===== src/rtl/fetch_pkg.sv =====
// Shared types and constants for the instruction-fetch sequencer.
package fetch_pkg;

  localparam int ADDR_W = 32;
  localparam int INST_W = 32;
  localparam logic [ADDR_W-1:0] PC_INCR = 32'd4;

  typedef enum logic [1:0] {
    IDLE  = 2'd0,
    FETCH = 2'd1,
    FAULT = 2'd2
  } state_t;

  typedef struct packed {
    logic [ADDR_W-1:0] pc;
    logic [INST_W-1:0] data;
  } entry_t;

  // A PC is fetchable only when word aligned and inside the populated memory.
  function automatic logic pc_is_legal(input logic [ADDR_W-1:0] pc,
                                       input logic [ADDR_W-1:0] words);
    logic [ADDR_W-1:0] idx;
    idx = {2'b00, pc[ADDR_W-1:2]};
    return (pc[1:0] == 2'b00) && (idx < words);
  endfunction

endpackage


===== src/rtl/fetch_buf.sv =====
// Circular prefetch FIFO with flush; the head entry is presented from registers.
module fetch_buf
  import fetch_pkg::*;
#(
  parameter int DEPTH = 2
) (
  input  logic                         clk,
  input  logic                         reset,
  input  logic                         push,
  input  logic                         pop,
  input  logic                         flush,
  input  entry_t                       wr_entry,
  output logic [$clog2(DEPTH+1)-1:0]   count,
  output logic                         head_valid,
  output entry_t                       head
);

  localparam int PTR_W = $clog2(DEPTH);
  localparam int CNT_W = $clog2(DEPTH+1);

  entry_t             mem_r [DEPTH];
  entry_t             head_r;
  logic               head_valid_r;
  logic [PTR_W-1:0]   wr_ptr_r;
  logic [PTR_W-1:0]   rd_ptr_r;
  logic [PTR_W-1:0]   rd_ptr_nxt_s;
  logic [CNT_W-1:0]   count_r;
  logic [CNT_W-1:0]   count_nxt_s;
  logic               do_push_s;
  logic               do_pop_s;

  // Qualify requests and compute next read pointer and occupancy.
  always_comb begin
    do_pop_s     = pop && !flush && (count_r != '0);
    do_push_s    = push && !flush && ((count_r < CNT_W'(DEPTH)) || do_pop_s);
    rd_ptr_nxt_s = rd_ptr_r;
    count_nxt_s  = count_r;
    if (flush) begin
      count_nxt_s = '0;
    end else begin
      if (do_pop_s) begin
        rd_ptr_nxt_s = rd_ptr_r + 1'b1;
      end else begin
        rd_ptr_nxt_s = rd_ptr_r;
      end
      case ({do_push_s, do_pop_s})
        2'b10:   count_nxt_s = count_r + 1'b1;
        2'b01:   count_nxt_s = count_r - 1'b1;
        default: count_nxt_s = count_r;
      endcase
    end
  end

  // Storage, pointers and the registered head copy.
  always_ff @(posedge clk or posedge reset) begin
    if (reset) begin
      for (int i = 0; i < DEPTH; i++) begin
        mem_r[i] <= '0;
      end
      wr_ptr_r     <= '0;
      rd_ptr_r     <= '0;
      count_r      <= '0;
      head_r       <= '0;
      head_valid_r <= 1'b0;
    end else begin
      if (do_push_s) begin
        mem_r[wr_ptr_r] <= wr_entry;
      end
      if (flush) begin
        wr_ptr_r <= rd_ptr_r;
      end else if (do_push_s) begin
        wr_ptr_r <= wr_ptr_r + 1'b1;
      end
      rd_ptr_r     <= rd_ptr_nxt_s;
      count_r      <= count_nxt_s;
      head_valid_r <= (count_nxt_s != '0);
      // The entry landing in the next head slot this cycle bypasses storage.
      if (count_nxt_s != '0) begin
        head_r <= (do_push_s && (wr_ptr_r == rd_ptr_nxt_s)) ? wr_entry
                                                           : mem_r[rd_ptr_nxt_s];
      end
    end
  end

  assign count      = count_r;
  assign head_valid = head_valid_r;
  assign head       = head_r;

endmodule


===== src/rtl/fetch_ctrl.sv =====
// Instruction-fetch sequencer: PC, fetch FSM, legality check and prefetch buffer.
// Define FETCH_PERF_EN to add the perf_fetched / perf_flushed counters.
module fetch_ctrl
  import fetch_pkg::*;
#(
  parameter logic [ADDR_W-1:0] RESET_PC  = 32'h0000_0000,
  parameter int                MEM_WORDS = 56,
  parameter int                BUF_DEPTH = 2
) (
  input  logic              clk,
  input  logic              reset,
  input  logic              fetch_en,
  output logic [ADDR_W-1:0] imem_addr,
  input  logic [INST_W-1:0] imem_data,
  input  logic              redirect_valid,
  input  logic [ADDR_W-1:0] redirect_pc,
  output logic              inst_valid,
  input  logic              inst_ready,
  output logic [INST_W-1:0] inst_data,
  output logic [ADDR_W-1:0] inst_pc,
  output logic              fault
`ifdef FETCH_PERF_EN
  ,
  output logic [31:0]       perf_fetched,
  output logic [31:0]       perf_flushed
`endif
);

  localparam int                CNT_W       = $clog2(BUF_DEPTH+1);
  localparam logic [ADDR_W-1:0] MEM_WORDS_W = ADDR_W'(MEM_WORDS);

  state_t             state_r;
  logic [ADDR_W-1:0]  pc_r;
  logic               fault_r;
  logic               pc_legal_s;
  logic               pop_s;
  logic               push_s;
  logic               space_s;
  logic [CNT_W-1:0]   buf_count_s;
  logic               head_valid_s;
  entry_t             head_s;
  entry_t             wr_entry_s;

  // Handshake and push decision; a redirect suppresses both push and pop.
  always_comb begin
    pc_legal_s      = pc_is_legal(pc_r, MEM_WORDS_W);
    pop_s           = head_valid_s && inst_ready && !redirect_valid;
    space_s         = (buf_count_s < CNT_W'(BUF_DEPTH)) || pop_s;
    wr_entry_s.pc   = pc_r;
    wr_entry_s.data = imem_data;
    if ((state_r == FETCH) && fetch_en && !redirect_valid) begin
      push_s = pc_legal_s && space_s;
    end else begin
      push_s = 1'b0;
    end
  end

  // Fetch FSM owning the PC and the sticky fault flag.
  always_ff @(posedge clk or posedge reset) begin
    if (reset) begin
      state_r <= IDLE;
      pc_r    <= RESET_PC;
      fault_r <= 1'b0;
    end else if (redirect_valid) begin
      pc_r    <= redirect_pc;
      fault_r <= 1'b0;
      state_r <= fetch_en ? FETCH : IDLE;
    end else begin
      case (state_r)
        IDLE: begin
          if (fetch_en) begin
            state_r <= FETCH;
          end
        end
        FETCH: begin
          if (!fetch_en) begin
            state_r <= IDLE;
          end else if (!pc_legal_s) begin
            state_r <= FAULT;
          end else if (push_s) begin
            pc_r <= pc_r + PC_INCR;
          end
        end
        FAULT: begin
          // Report only once every older instruction has left the buffer.
          if (buf_count_s == '0) begin
            fault_r <= 1'b1;
          end
        end
        default: begin
          state_r <= IDLE;
        end
      endcase
    end
  end

  fetch_buf #(
    .DEPTH (BUF_DEPTH)
  ) u_buf (
    .clk        (clk),
    .reset      (reset),
    .push       (push_s),
    .pop        (pop_s),
    .flush      (redirect_valid),
    .wr_entry   (wr_entry_s),
    .count      (buf_count_s),
    .head_valid (head_valid_s),
    .head       (head_s)
  );

  assign imem_addr  = pc_r;
  assign inst_valid = head_valid_s;
  assign inst_data  = head_s.data;
  assign inst_pc    = head_s.pc;
  assign fault      = fault_r;

`ifdef FETCH_PERF_EN
  logic [31:0] perf_fetched_r;
  logic [31:0] perf_flushed_r;
  logic [32:0] flushed_sum_s;

  assign flushed_sum_s = {1'b0, perf_flushed_r} + {{(33-CNT_W){1'b0}}, buf_count_s};

  // Saturating push and flush counters.
  always_ff @(posedge clk or posedge reset) begin
    if (reset) begin
      perf_fetched_r <= 32'd0;
      perf_flushed_r <= 32'd0;
    end else begin
      if (push_s && (perf_fetched_r != 32'hFFFF_FFFF)) begin
        perf_fetched_r <= perf_fetched_r + 32'd1;
      end
      if (redirect_valid) begin
        perf_flushed_r <= flushed_sum_s[32] ? 32'hFFFF_FFFF : flushed_sum_s[31:0];
      end
    end
  end

  assign perf_fetched = perf_fetched_r;
  assign perf_flushed = perf_flushed_r;
`endif

endmodule


===== config.mk =====
export PLATFORM = sky130hd
export DESIGN_NAME = fetch_ctrl
export DESIGN_NICKNAME = d
export VERILOG_FILES = /design/src/rtl/fetch_pkg.sv /design/src/rtl/fetch_buf.sv /design/src/rtl/fetch_ctrl.sv
export SDC_FILE = /design/constraint.sdc
export NUM_CORES = 1
export LEC_CHECK = 0
export CORE_ASPECT_RATIO = 1.4
export CORE_MARGIN = 10
export CORE_UTILIZATION = 32
export DETAILED_ROUTE_END_ITERATION = 6
export GPL_TIMING_DRIVEN = 0
export SYNTH_ARGS = -nofsm -noshare
export SYNTH_HDL_FRONTEND = slang
export SYNTH_SLANG_ARGS = --single-unit

===== constraint.sdc =====
create_clock -name clk -period 10.5 [get_ports clk]
set_clock_uncertainty 0.15 [all_clocks]
set_input_delay 1.575 -clock clk [delete_from_list [all_inputs] [get_ports clk]]
set_output_delay 1.575 -clock clk [all_outputs]
set_load 0.01 [all_outputs]

# Word-level counts from Yosys, hierarchy flattened
# Cells that the tools add are included.
# word_totals
regBits	232
input_bits	69
output_inout_bits	98
wordCells	91
# classes
add_sub_neg	5
n_lt_le_gt_ge	5
n_eq_ne	8
n_mux	28
bitwise	2
reduce_logical	30
# ops
cell	n
64-bit 2-to-1 mux	5
32-bit 2-to-1 mux	5
128-bit bitwise mux	1
64-bit demux with 1-bit select	1
32-bit by 3-bit adder with 32-bit output (second input constant)	1
30-bit by 6-bit < comparator with 1-bit output (second input constant)	1
2-bit nonzero test	9
1-bit logical AND	12
2-bit 2-to-1 mux	5
1-bit 2-to-1 mux	9
2-bit zero test	3
2-bit one-hot mux with 3 select lines	1
2-bit by 1-bit == test with 1-bit output (second input constant)	2
2-bit == test (second input constant)	2
2-bit >= comparator (second input constant)	2
4-bit inequality test (second input constant)	1
1-bit NOT with 2-bit output	2
2-bit one-hot mux with 2 select lines	1
4-bit AND reduction	1
3-bit inequality test (second input constant)	1
3-bit AND reduction	1
1-bit adder (second input constant)	2
2-bit by 1-bit adder with 2-bit output (second input constant)	1
1-bit logical OR	2
7 further kinds	7

# Depth between registers and ports, before layout
# Gate-level depths: netlist (run 1).
# depth
word_depth	11
mapped_depth	13
mapped_depth_nobuf	10

# Cells and area by module
# From an unflattened synthesis (run 1), not the netlist that was laid out.
# unflattened
hier_cells	835
hier_area_um2	10159.7
# modules_own_cells
mod	n_inst	cells_each	area_each_um2	seq_area_each_um2
fetch_buf	1	721	8550.7	4929.7
fetch_ctrl	1	114	1609.0	875.8

# Least setup slack after synthesis (run 1)
# OpenSTA, ideal clock, no wires.
# synth_timing
path_type	input -> register
from	input port redirect_valid
to	register u_buf.head_r, in the netlist u_buf.head[10]
setup_ns	0.095
arrival_time_ns	3.989
required_time_ns	10.255
setup_slack_ns	6.265
cell_stages	13
path_buffers	4
cell_sequence	clkbuf_1 a211oi_1 and3_4 inv_4 clkbuf_1 ha_1 nor2b_1 a21oi_1 o21ai_0 clkbuf_1 clkbuf_1 nand2_1 o31ai_1
# synth_via
elab_chain_len	11
elab_cells_between_ends	25
classes_between	eq/ne: 3; mux: 9; bitwise: 1; reduce/logical: 12
# synth_lines
element	line	rtl
start, declared	fetch_ctrl.sv:15	input logic redirect_valid,
1-bit zero test	--	
1-bit logical AND	fetch_ctrl.sv:47	pop_s = head_valid_s && inst_ready && !redirect_valid;
1-bit logical OR or 1-bit logical AND (tied branches)	fetch_ctrl.sv:48, fetch_buf.sv:34	
1-bit logical AND, on equally long branches	fetch_ctrl.sv:52, fetch_buf.sv:34	
1-bit 2-to-1 mux, on equally long branches	fetch_ctrl.sv:51, fetch_buf.sv:41	
1-bit logical AND or 1-bit 2-to-1 mux (tied branches)	fetch_buf.sv:35, fetch_buf.sv:38	
1-bit logical AND or 1-bit NOT with 2-bit output (tied branches)	fetch_buf.sv:35, fetch_buf.sv:80	
2-bit by 1-bit == test with 1-bit output (tied with other cells)	fetch_buf.sv:46	case ({do_push_s, do_pop_s})
2-bit one-hot mux with 2 select lines or 64-bit 2-to-1 mux (tied branches)	fetch_buf.sv:46, fetch_buf.sv:80	
2-bit 2-to-1 mux or 64-bit 2-to-1 mux (tied branches)	fetch_buf.sv:38, fetch_buf.sv:80	
2-bit nonzero test or 64-bit 2-to-1 mux (tied branches)	fetch_buf.sv:78, fetch_buf.sv:79	
end signal, assigned	fetch_buf.sv:79	head_r <= (do_push_s && (wr_ptr_r == rd_ptr_nxt_s)) ? wr_entry
end, declared	fetch_buf.sv:22	entry_t head_r;
# Parallel ways exist; a longest one is shown, timed or not. The select of a mux whose other input is x is not followed.
# A chain may end at the register's enable or synchronous reset.

# Final worst setup path (run 1)
# layout_timing
from	input port redirect_valid
to	register u_buf.head_r, in the netlist u_buf.head[36]
# The elaborated chain is that of the path after synthesis.

==> results.md, run 1 <==
* DRT antenna net count at 0
* DR pass1 iterations at 4
* Worst endpoint data arrival time at 5830 ps
* Chip width at 171 µm
* Final Hold Fails at 0
* Final min period at 5620 ps
* Seq cells post-synth at 232
* Peak supply drop at 0.0989 mV
* Mean post-synth cell area at 12.1 µm²
* Slew HR at 0.495
* RSZ-0062 raised after global routing: false
* Internal reg-to-reg setup slack at 5950 ps
* H-tree levels at 1
* Setup WS pre-CTS at 4300 ps
* Die area at 39400 µm²
* Synth Instances at 843
* Total CTS buffers at 25
* Crit-path max FO at 10
* Post-CTS sizing at 0
* Main flop type after synthesis: dfrtp_1
* Worst-skew pair later-pin latency at 520 ps
* Grt total ovfl at 0
* Min Hold Slack at 323 ps
* Cell Area, Placed at 12400 µm²
* Area Overhead vs Synth at 29.7%
* CTS max path bufs at 3
* Asr flop ratio synth at 1.00
* Filler Cells Inserted at 3012
* Global placement routability congestion at 0.766
* Row Count at 77
* Overall Global Routing Usage at 0.148
* Vias at 7292
* Final worst-path cycle share at 0.535
* Final setup vio count at 0
* Vias per inst at 5.02
* Post-synthesis sequential area ratio at 0.571
* Most common cell after layout, fill and taps aside: dfrtp_1
* Post-synth EDFFs at 0
* Die Height at 231 µm
* CTS root buf: clkbuf_16
* Residual DRC at 0
* Inst Count DP at 1405
* Nets@finish at 1108
* Worst reg2reg path endpoint: u_buf.head[36]
* Endpoint class of the critical path: flip-flop
* Hold buffers post-CTS at 0
* PortBufs at 166
* Syn nets at 914
* DP HPWL at 20.3 mm
* Critical path launch point type: input pin
* DRT Wirelength at 29.2 mm
* Initial antenna violation count at 2
* Req. time, crit path at 10710 ps
* Area taken by flip-flops and latches at 5810 µm²
* Worst setup margin at 4880 ps
* Final cell count without fillers at 1453
* Worst-path clk slew at 60 ps
* Critical R2R Launch: imem_addr[20]
* Number of distinct library cells after synthesis at 40
* DR iter-0 viols at 417
* WL/cell at 20.1 µm
* Leak at 5.92 nW
* Largest net degree at the start of global routing at 130
* Core ar. at 31500 µm²
* Initial Util at 0.323
* Overall Power at 1.92 mW
* First-pass GRT wire length at 46.0 mm
* Area of the multi-input gates at 3960 µm²
* F_max at 178 MHz
* Layout cell share with drive strength beyond 1 at 0.115
* Tightest Pin Transition at 758 ps
* Status: completed
* # Post-CTS Setup Buffers at 0
* Crit Path Class: in -> reg
* Number of global-route vias before repair at 7896
* Setup TNS at 0 ps
* Yosys warns at 0
* Worst setup path end: u_buf.head[36]
* Synthesized area at 10200 µm²
* Commonest cells after routing, fill and taps aside: 232 x dfrtp_1, 166 x clkdlybuf4s50_1, 71 x nand2_1
* Max-Cap Viols at 0
* Min-Delay Path Class: reg -> reg
* Power Dens Cells at 145 nW/µm²
* Share of the core filled with cells at 0.419
* Worst Reg-to-Reg Cells at 12
* Pins Over Slew Limit at 0
* Io pins at 167
* Final Cell Area at 13200 µm²
* Worst setup startpoint: redirect_valid
* Clock tree sinks at 232
* CTS tree: done
-- worst min path at each step --
stage	startpoint	endpoint	slack, ps	cells after the start
floorplan	u_buf.mem_r[102]	u_buf.mem_r[102]	300	1
global placement	u_buf.head[14]	u_buf.head[14]	310	2
detailed placement	u_buf.head[13]	u_buf.head[13]	320	2
CTS	u_buf.head[13]	u_buf.head[13]	330	2
global route	u_buf.mem_r[87]	u_buf.mem_r[87]	340	1
finish	u_buf.head[13]	u_buf.head[13]	320	2
-- Yosys cell counts (2+ instances only) --
master / instances / area, µm²
dfrtp_1: 232 / 5810
nand2_1: 71 / 267
mux2_1: 68 / 766
o31ai_1: 64 / 480
nor2b_1: 55 / 344
nor3_1: 40 / 200
or3_1: 39 / 244
a22oi_1: 38 / 285
o21bai_1: 38 / 285
mux2_2: 36 / 405
clkbuf_1: 30 / 113
mux2i_1: 26 / 260
buf_2: 18 / 90.1
buf_6: 9 / 101
buf_4: 8 / 60.1
nor4_1: 8 / 50.1
o21ai_0: 7 / 35.0
xnor2_1: 7 / 61.3
a21oi_1: 6 / 30.0
inv_1: 5 / 18.8
buf_1: 4 / 15.0
nand3_1: 4 / 20.0
nor2_1: 4 / 15.0
nor2_2: 3 / 18.8
a211oi_1: 2 / 15.0
and4_1: 2 / 17.5
ha_1: 2 / 25.0
nand3b_1: 2 / 15.0
nand4_1: 2 / 12.5
o21a_1: 2 / 15.0
xor2_1: 2 / 17.5
-- state kept, by name, indices dropped and copies added, names as in the netlist --
signal            cells
u_buf.mem_r         128
u_buf.head           64
imem_addr            32
state_r               2
u_buf.count           2
fault                 1
u_buf.head_valid      1
u_buf.rd_ptr_r        1
u_buf.wr_ptr_r        1
-- worst max-delay path: stages --
cell and delay [ps]:
clkdlybuf4s50_1 470, clkbuf_1 490, a211oi_1 90, and3_4 240, inv_4 110, clkbuf_1 470
ha_1 380, nor2b_1 190, a21oi_1 90, o21ai_0 270, clkbuf_1 620, clkbuf_1 630
o31ai_1 190
-- power by group --
group	total, mW	internal [mW]	switching (mW)
clock	0.892	0.530	0.361
combinational	0.106	0.0575	0.0488
sequential	0.921	0.907	0.0140
-- final cells by class --
class / count / share of cell area
antenna: 2 / 0.000379
buffer: 69 / 0.0287
clock buffer: 37 / 0.0554
clock inverter: 9 / 0.00749
inverter: 6 / 0.00247
multi-input combinational: 536 / 0.300
sequential: 232 / 0.440
tap: 395 / 0.0375
timing repair buffer: 167 / 0.128
-- logic make-up (layout without fill, tap and decap cells) --
| family | after synthesis | in the layout | share of synthesized area |
|---|---|---|---|
| fa+ha+maj | 2 | 2 | 0.00246 |
| mux | 130 | 130 | 0.141 |
| other cells | 0 | 2 | 0 |
| simple gates | 235 | 235 | 0.124 |
| flops | 232 | 232 | 0.571 |
| xor+xnor | 9 | 9 | 0.00775 |
| buf+inv | 75 | 288 | 0.0397 |
| compound gates | 160 | 160 | 0.115 |
-- metal layers --
metal / global-route usage / part of all wire
met1: 0.174 / 0.41
met2: 0.263 / 0.52
met3: 0.0270 / 0.049
met4: 0.0497 / 0.024
met5: 0 / 0
No activity file was read; power rests on OpenSTA's default activity.
==> run 2: changes to the inputs <==
- clock period: 10.5 -> 5 ns (I/O delays scaled with it)
==> run 2 against run 1 <==
Against the previous run:
- via count rose by 0.47%
- core utilization rose by 0.25 points
- worst hold slack improved by 3.4 ps
- first-iteration DRC count rose by 13%
- largest power group unchanged
- highest routed layer unchanged
- clock power rose by 110%
- power rose by 110%
- critical path depth rose by 1
- routed wire length barely moved
==> results.md, run 2 (synthesis results as in run 1) <==
* Status: completed
* H-tree levels at 1 (unchanged)
* Total CTS buffers at 24 (-4.0%)
* Die area at 39400 µm² (unchanged)
* Filler Cells Inserted at 2954 (-1.9%)
* Clock power frac at 0.459 (-0.006)
* Vias per inst at 5.04 (+0.40%)
* Residual DRC at 0 (unchanged)
* Worst-path clk slew at 60 ps (about the same)
* P_sw at 889 µW (+110%)
* Cell-by-cell trace of the critical path: clkdlybuf4s50_1 -> clkbuf_1 -> a211oi_1 -> and3_4 -> inv_4 -> clkbuf_1 -> ha_1 -> nor2b_1 -> a21oi_1 -> o21ai_0 -> clkbuf_1 -> clkbuf_1 -> nand2_1 -> o31ai_1
* Critical R2R Launch: imem_addr[20]
* Commonest cells after routing, fill and taps aside: 232 x dfrtp_1, 166 x clkdlybuf4s50_1, 71 x nand2_1
* Row Count at 77 (unchanged)
* CTS max path bufs at 3 (unchanged)
* F_max at 213 MHz
* Leak at 5.96 nW (+0.55%)
* Max-Cap Viols at 0 (unchanged)
* Max reg flops at 128 (unchanged)
* Crit Path Class: in -> reg
* Critical path launch point type: input pin
* Largest Register: u_buf.mem_r
* Area taken by flip-flops and latches at 5810 µm² (unchanged)
* Power Dens Cells at 302 nW/µm² (+110%)
* WL/cell at 20.1 µm (about the same)
* Grt total ovfl at 0 (unchanged)
* Most common cell after layout, fill and taps aside: dfrtp_1
* DRT Wirelength at 29.2 mm (about the same)
* Min Hold Slack at 327 ps (+3.39 ps)
* Logic gate share of total power at 0.058 (+0.003)
* Part of the power in registers at 0.483 (+0.003)
* Min-Delay Path Class: reg -> reg
* Area of the multi-input gates at 3960 µm² (unchanged)
* Clock tree sinks at 232 (unchanged)
* Req. time, crit path at 5270 ps (-5440 ps)
* RSZ-0062 raised after global routing: false
* Area Overhead vs Synth at 30.5%
* Most frequent CP cell: clkbuf_1
* Io pins at 167 (unchanged)
* Global placement routability congestion at 0.802 (+4.7%)
* Initial Util at 0.323 (unchanged)
* CTS tree: done
* Cell internal pwr at 3.11 mW (+110%)
* Worst setup margin at 312 ps (-4570 ps)
* Largest net degree at the start of global routing at 43 (-67%)
* First-pass GRT wire length at 46.3 mm (+0.46%)
* Tightest Pin Transition at 696 ps (-62.6 ps)
* Crit-path max FO at 10 (unchanged)
* Worst-skew pair later-pin latency at 530 ps (about the same)
* DRT antenna net count at 0 (unchanged)
* Overall Global Routing Usage at 0.148 (about the same)
* Vias at 7326 (+0.47%)
* Layout cell share with drive strength beyond 1 at 0.121 (+0.00640)
* Nets@finish at 1112 (+0.36%)
* Net Sw Frac at 0.222 (+0.00100)
* Peak supply drop at 0.203 mV (+100%)
* Setup WS pre-CTS at -397 ps (-4700 ps)
* Worst endpoint data arrival time at 4950 ps (-880 ps)
* # Post-CTS Setup Buffers at 0 (unchanged)
* CTS root buf: clkbuf_16
* Worst setup startpoint: redirect_valid
* Final Hold Fails at 0 (unchanged)
* Worst setup path end: u_buf.head[9]
* Hold buffers post-CTS at 0 (unchanged)
* Number of global-route vias before repair at 7913 (+0.22%)
* Worst reg2reg path endpoint: u_buf.head[9]
* Final min period at 4690 ps
* Core ar. at 31500 µm² (unchanged)
* DR iter-0 viols at 470 (+13%)
* Max stage delay on crit path at 580 ps (-50 ps)
* Cell Area, Placed at 12500 µm² (+0.72%)
* Die Height at 231 µm (unchanged)
* Endpoint class of the critical path: flip-flop
* Initial antenna violation count at 1 (-1)
* Final setup vio count at 0 (unchanged)
* Internal reg-to-reg setup slack at 500 ps (-5450 ps)
* Worst Reg-to-Reg Cells at 13 (+1)
* Slowest CP cell: clkbuf_1
* PortBufs at 166 (unchanged)
* DR pass1 iterations at 4 (unchanged)
* Slew HR at 0.536 (+0.0417)
* Final Cell Area at 13300 µm² (+0.59%)
* DP HPWL at 21.1 mm (+3.8%)
* Chip width at 171 µm (unchanged)
* Pins Over Slew Limit at 0 (unchanged)
* Final worst-path cycle share at 0.938
-- run 2: changes by cell type in the layout (fill, tap and decap cells not counted), moves of 2 or more --
cell | previous run | this run
clkbuf_1 | 36 | 31
buf_12 | 0 | 6
clkinv_2 | 6 | 3
clkbuf_2 | 0 | 2
clkbuf_8 | 6 | 10
clkinvlp_4 | 0 | 2
-- run 2: layer usage --
layer | vias to the layer above | global-route usage | part of all wire
met2 | 140 | 0.262 | 0.52
met4 | 0 | 0.0464 | 0.018
li1 | 3424 | - | -
met5 | - | 0 | 0
met3 | 38 | 0.0246 | 0.050
met1 | 3724 | 0.177 | 0.41
-- run 2: how the worst min path moves through the flow --
stage                           from          endpoint  depth (start not counted)
floorplan           u_buf.mem_r[102]  u_buf.mem_r[102]                          1
global placement     u_buf.mem_r[66]   u_buf.mem_r[66]                          1
detailed placement    u_buf.head[17]    u_buf.head[17]                          2
CTS                  u_buf.mem_r[66]   u_buf.mem_r[66]                          1
global route          u_buf.mem_r[0]    u_buf.mem_r[0]                          1
finish                u_buf.head[17]    u_buf.head[17]                          2
-- run 2: power by group through the flow --
stage | registers, mW | clock network (mW) | logic (mW)
after floorplan | 1.97 | 0 | 0.0697
after global placement | 1.97 | 0 | 0.224
after detailed placement | 1.97 | 0 | 0.238
after CTS | 1.93 | 1.89 | 0.239
after global routing | 1.94 | 1.97 | 0.254
final | 1.93 | 1.84 | 0.232
-- run 2: critical path: cells and delay by family --
| kind | cells | cell delay (ps) |
|---|---|---|
| adder cells (fa/ha/maj) | 1 | 390 |
| buffers and inverters | 6 | 2670 |
| AND/OR/NAND/NOR | 3 | 550 |
| AO/OA/AOI/OAI | 4 | 590 |
-- run 2: cell type report --
cell class / instances / share of cell area
Antenna cell: 1 / 0.000189
Clock inverter: 6 / 0.00518
Tap cell: 395 / 0.0372
Buffer: 69 / 0.0287
Multi-Input combinational cell: 536 / 0.298
Timing Repair Buffer: 172 / 0.134
Inverter: 6 / 0.00217
Sequential cell: 232 / 0.437
Clock buffer: 37 / 0.0565
-- run 2: repair_timing --
| item | 4_1_cts | 5_1_grt |
|---|---|---|
| endpoints found under the hold margin | 0 | 0 |
| gates resized for setup | 0 | 4 |
| endpoints found under the setup margin | 0 | 24 |
-- run 2: metrics by stage --
stage / std cells / total power, mW / TNS [ps] / util
floorplan: 843 / 2.04 / 0 / -
global placement: 1404 / 2.19 / -187600 / 0.391
detailed placement: 1410 / 2.21 / -15440 / 0.395
CTS: 1453 / 4.06 / 0 / 0.421
global route: 1454 / 4.16 / 0 / 0.421
finish: 1454 / 4.00 / 0 / 0.421
==> run 3: changes to the inputs <==
- CTS_CLUSTER_DIAMETER: not set -> 30
- clock period: 5 -> 4.1 ns (I/O delays scaled with it)
==> run 3 against run 2 <==
Against the previous run:
- clock power rose by 130%
- core utilization rose by 3.2 points
- cell count rose by 3.2%
- combinational power rose by 22%
- via count rose by 3.0%
- design area rose by 7.7%
- sequential cell count did not move
- non-clock buffer count fell by 1
- sequential power rose by 23%
- register-to-register slack got worse by 80 ps
- sequential share of layout area fell by 3.1 points
- power rose by 73%
==> results.md, run 3 (synthesis results as in run 1) <==
* P_sw at 1.45 mW (+63%)
* Filler Cells Inserted at 2859 (-3.2%)
* DRT Wirelength at 30.0 mm (+2.7%)
* Clock tree sinks at 232 (unchanged)
* Residual DRC at 0 (unchanged)
* Core ar. at 31500 µm² (unchanged)
* Initial antenna violation count at 1 (unchanged)
* F_max at 272 MHz
* Row Count at 77 (unchanged)
* Slew HR at 0.529 (-0.00712)
* Number of global-route vias before repair at 8195 (+3.6%)
* Setup WS pre-CTS at -1160 ps (-765 ps)
* Layout cell share with drive strength beyond 1 at 0.165 (+0.0439)
* Die area at 39400 µm² (unchanged)
* Vias at 7549 (+3.0%)
* Final worst-path cycle share at 0.898
* Most common cell after layout, fill and taps aside: dfrtp_1
* Crit-path max FO at 14 (+4)
* Grt total ovfl at 0 (unchanged)
* Area Overhead vs Synth at 40.6%
* CTS tree: done
* Worst-skew pair later-pin latency at 550 ps (+20 ps)
* Final cell count without fillers at 1500 (+3.2%)
* Worst-path clk slew at 50 ps (about the same)
* Status: completed
* Max reg flops at 128 (unchanged)
* Crit Path Class: in -> reg
* Min-Delay Path Class: reg -> reg
* Io pins at 167 (unchanged)
* Chip width at 171 µm (unchanged)
* DR iter-0 viols at 397 (-16%)
* Power Dens Cells at 485 nW/µm² (+61%)
* DP HPWL at 21.1 mm (unchanged)
* Overall Global Routing Usage at 0.151 (+0.00353)
* Req. time, crit path at 4350 ps (-920 ps)
* Total CTS buffers at 52 (+120%)
* H-tree levels at 2 (+1)
* Final setup vio count at 0 (unchanged)
* Worst setup margin at 417 ps (+106 ps)
* First-pass GRT wire length at 47.1 mm (+1.9%)
* DR pass1 iterations at 5 (+1)
* Cell Area, Placed at 12500 µm² (unchanged)
* Tightest Pin Transition at 706 ps (+10.7 ps)
* Max-Cap Viols at 0 (unchanged)
* Net Sw Frac at 0.209 (-0.0128)
* Global placement routability congestion at 0.802 (unchanged)
* Die Height at 231 µm (unchanged)
* Vias per inst at 5.03 (-0.12%)
* Final Hold Fails at 0 (unchanged)
* Cell internal pwr at 5.48 mW (+76%)
* Logic gate share of total power at 0.041 (-0.017)
* WL/cell at 20.0 µm (-0.49%)
* CTS root buf: clkbuf_16
* Pins Over Slew Limit at 0 (unchanged)
* Peak supply drop at 0.332 mV (+64%)
* Endpoint class of the critical path: flip-flop
* Setup TNS at 0 ps (unchanged)
* Nets@finish at 1139 (+2.4%)
* Initial Util at 0.323 (unchanged)
* CTS max path bufs at 3 (unchanged)
* Share of the core filled with cells at 0.454 (+0.0325)
* Inst Count DP at 1410 (unchanged)
* DRT antenna net count at 0 (unchanged)
* Clock power frac at 0.618 (+0.159)
* PortBufs at 166 (unchanged)
* Largest net degree at the start of global routing at 43 (unchanged)
* RSZ-0062 raised after global routing: false
* Hold buffers post-CTS at 0 (unchanged)
* Largest Register: u_buf.mem_r
* Commonest cells after routing, fill and taps aside: 232 x dfrtp_1, 166 x clkdlybuf4s50_1, 71 x nand2_1
* Final Cell Area at 14300 µm² (+7.7%)
* Final min period at 3680 ps
* Critical path launch point type: input pin
* Worst endpoint data arrival time at 3930 ps (-1020 ps)
* Leak at 6.45 nW (+8.4%)
* Part of the power in registers at 0.341 (-0.142)
## run 3: changes by cell type in the layout (fill, tap and decap cells not counted), sizes merged
cell and delta:
inv +2, clkinv +6, clkinvlp +4, bufinv +7
buf +2, clkbuf +25
## run 3: worst paths after layout
check | slack, ps | cells after the start | endpoint | from
max | 420 | 12 | u_buf.head[25] | redirect_valid
min | 320 | 1 | u_buf.mem_r[15] | u_buf.mem_r[15]
max reg2reg | 420 | 11 | u_buf.head[25] | imem_addr[15]
min reg2reg | 320 | 1 | u_buf.mem_r[15] | u_buf.mem_r[15]
max in group asynchronous | 2330 | 5 | imem_addr[27] | reset
min in group asynchronous | 330 | 2 | u_buf.head[61] | reset
## run 3: what timing repair did
item | CTS | global route
setup endpoints to repair | 60 | 59
resized for setup | 6 | 10
setup buffers | 0 | 0
gates cloned | 0 | 0
## run 3: stage by stage
| stage | power, mW | hold WS [ps] |
|---|---|---|
| 6_report | 6.94 | 323 |
| 5_1_grt | 7.18 | 336 |
| 4_1_cts | 7.02 | 328 |
| 3_5_place_dp | 2.69 | 318 |
| 3_3_place_gp | 2.68 | 310 |
| 2_1_floorplan | 2.49 | 301 |
## run 3: critical path, stage by stage
cell and delay, ps:
clkdlybuf4s50_1 470, clkbuf_1 460, a211oi_1 90, and3_4 240, inv_4 210, ha_1 310, nor2b_1 200, a21oi_1 100
o21ai_1 250, clkbuf_2 360, clkbuf_1 450, o31ai_1 160
## run 3: power by group through the flow
stage	clock [mW]	sequential [mW]	combinational, mW
after floorplan	0	2.41	0.0850
final	4.28	2.37	0.284
after detailed placement	0	2.40	0.290
after CTS	4.36	2.37	0.292
after global placement	0	2.40	0.274
after global routing	4.50	2.37	0.310
## run 3: area by class of cell
class                      instances  area (µm²)  area share
tap                              395         494      0.0346
antenna                            1        2.50    0.000175
timing repair buffer             172        1780       0.125
sequential                       232        5810       0.406
inverter                           6        28.8     0.00201
multi-input combinational        536        3970       0.278
buffer                            68         387      0.0270
clock inverter                    25         368      0.0257
clock buffer                      65        1460       0.102
## run 3: routing by layer
| metal | vias up | part of all wire | GRT usage |
|---|---|---|---|
| li1 | 3496 | - | - |
| met1 | 3787 | 0.40 | 0.176 |
| met2 | 206 | 0.52 | 0.263 |
| met3 | 60 | 0.059 | 0.0336 |
| met4 | 0 | 0.026 | 0.0572 |
| met5 | - | 0 | 0 |
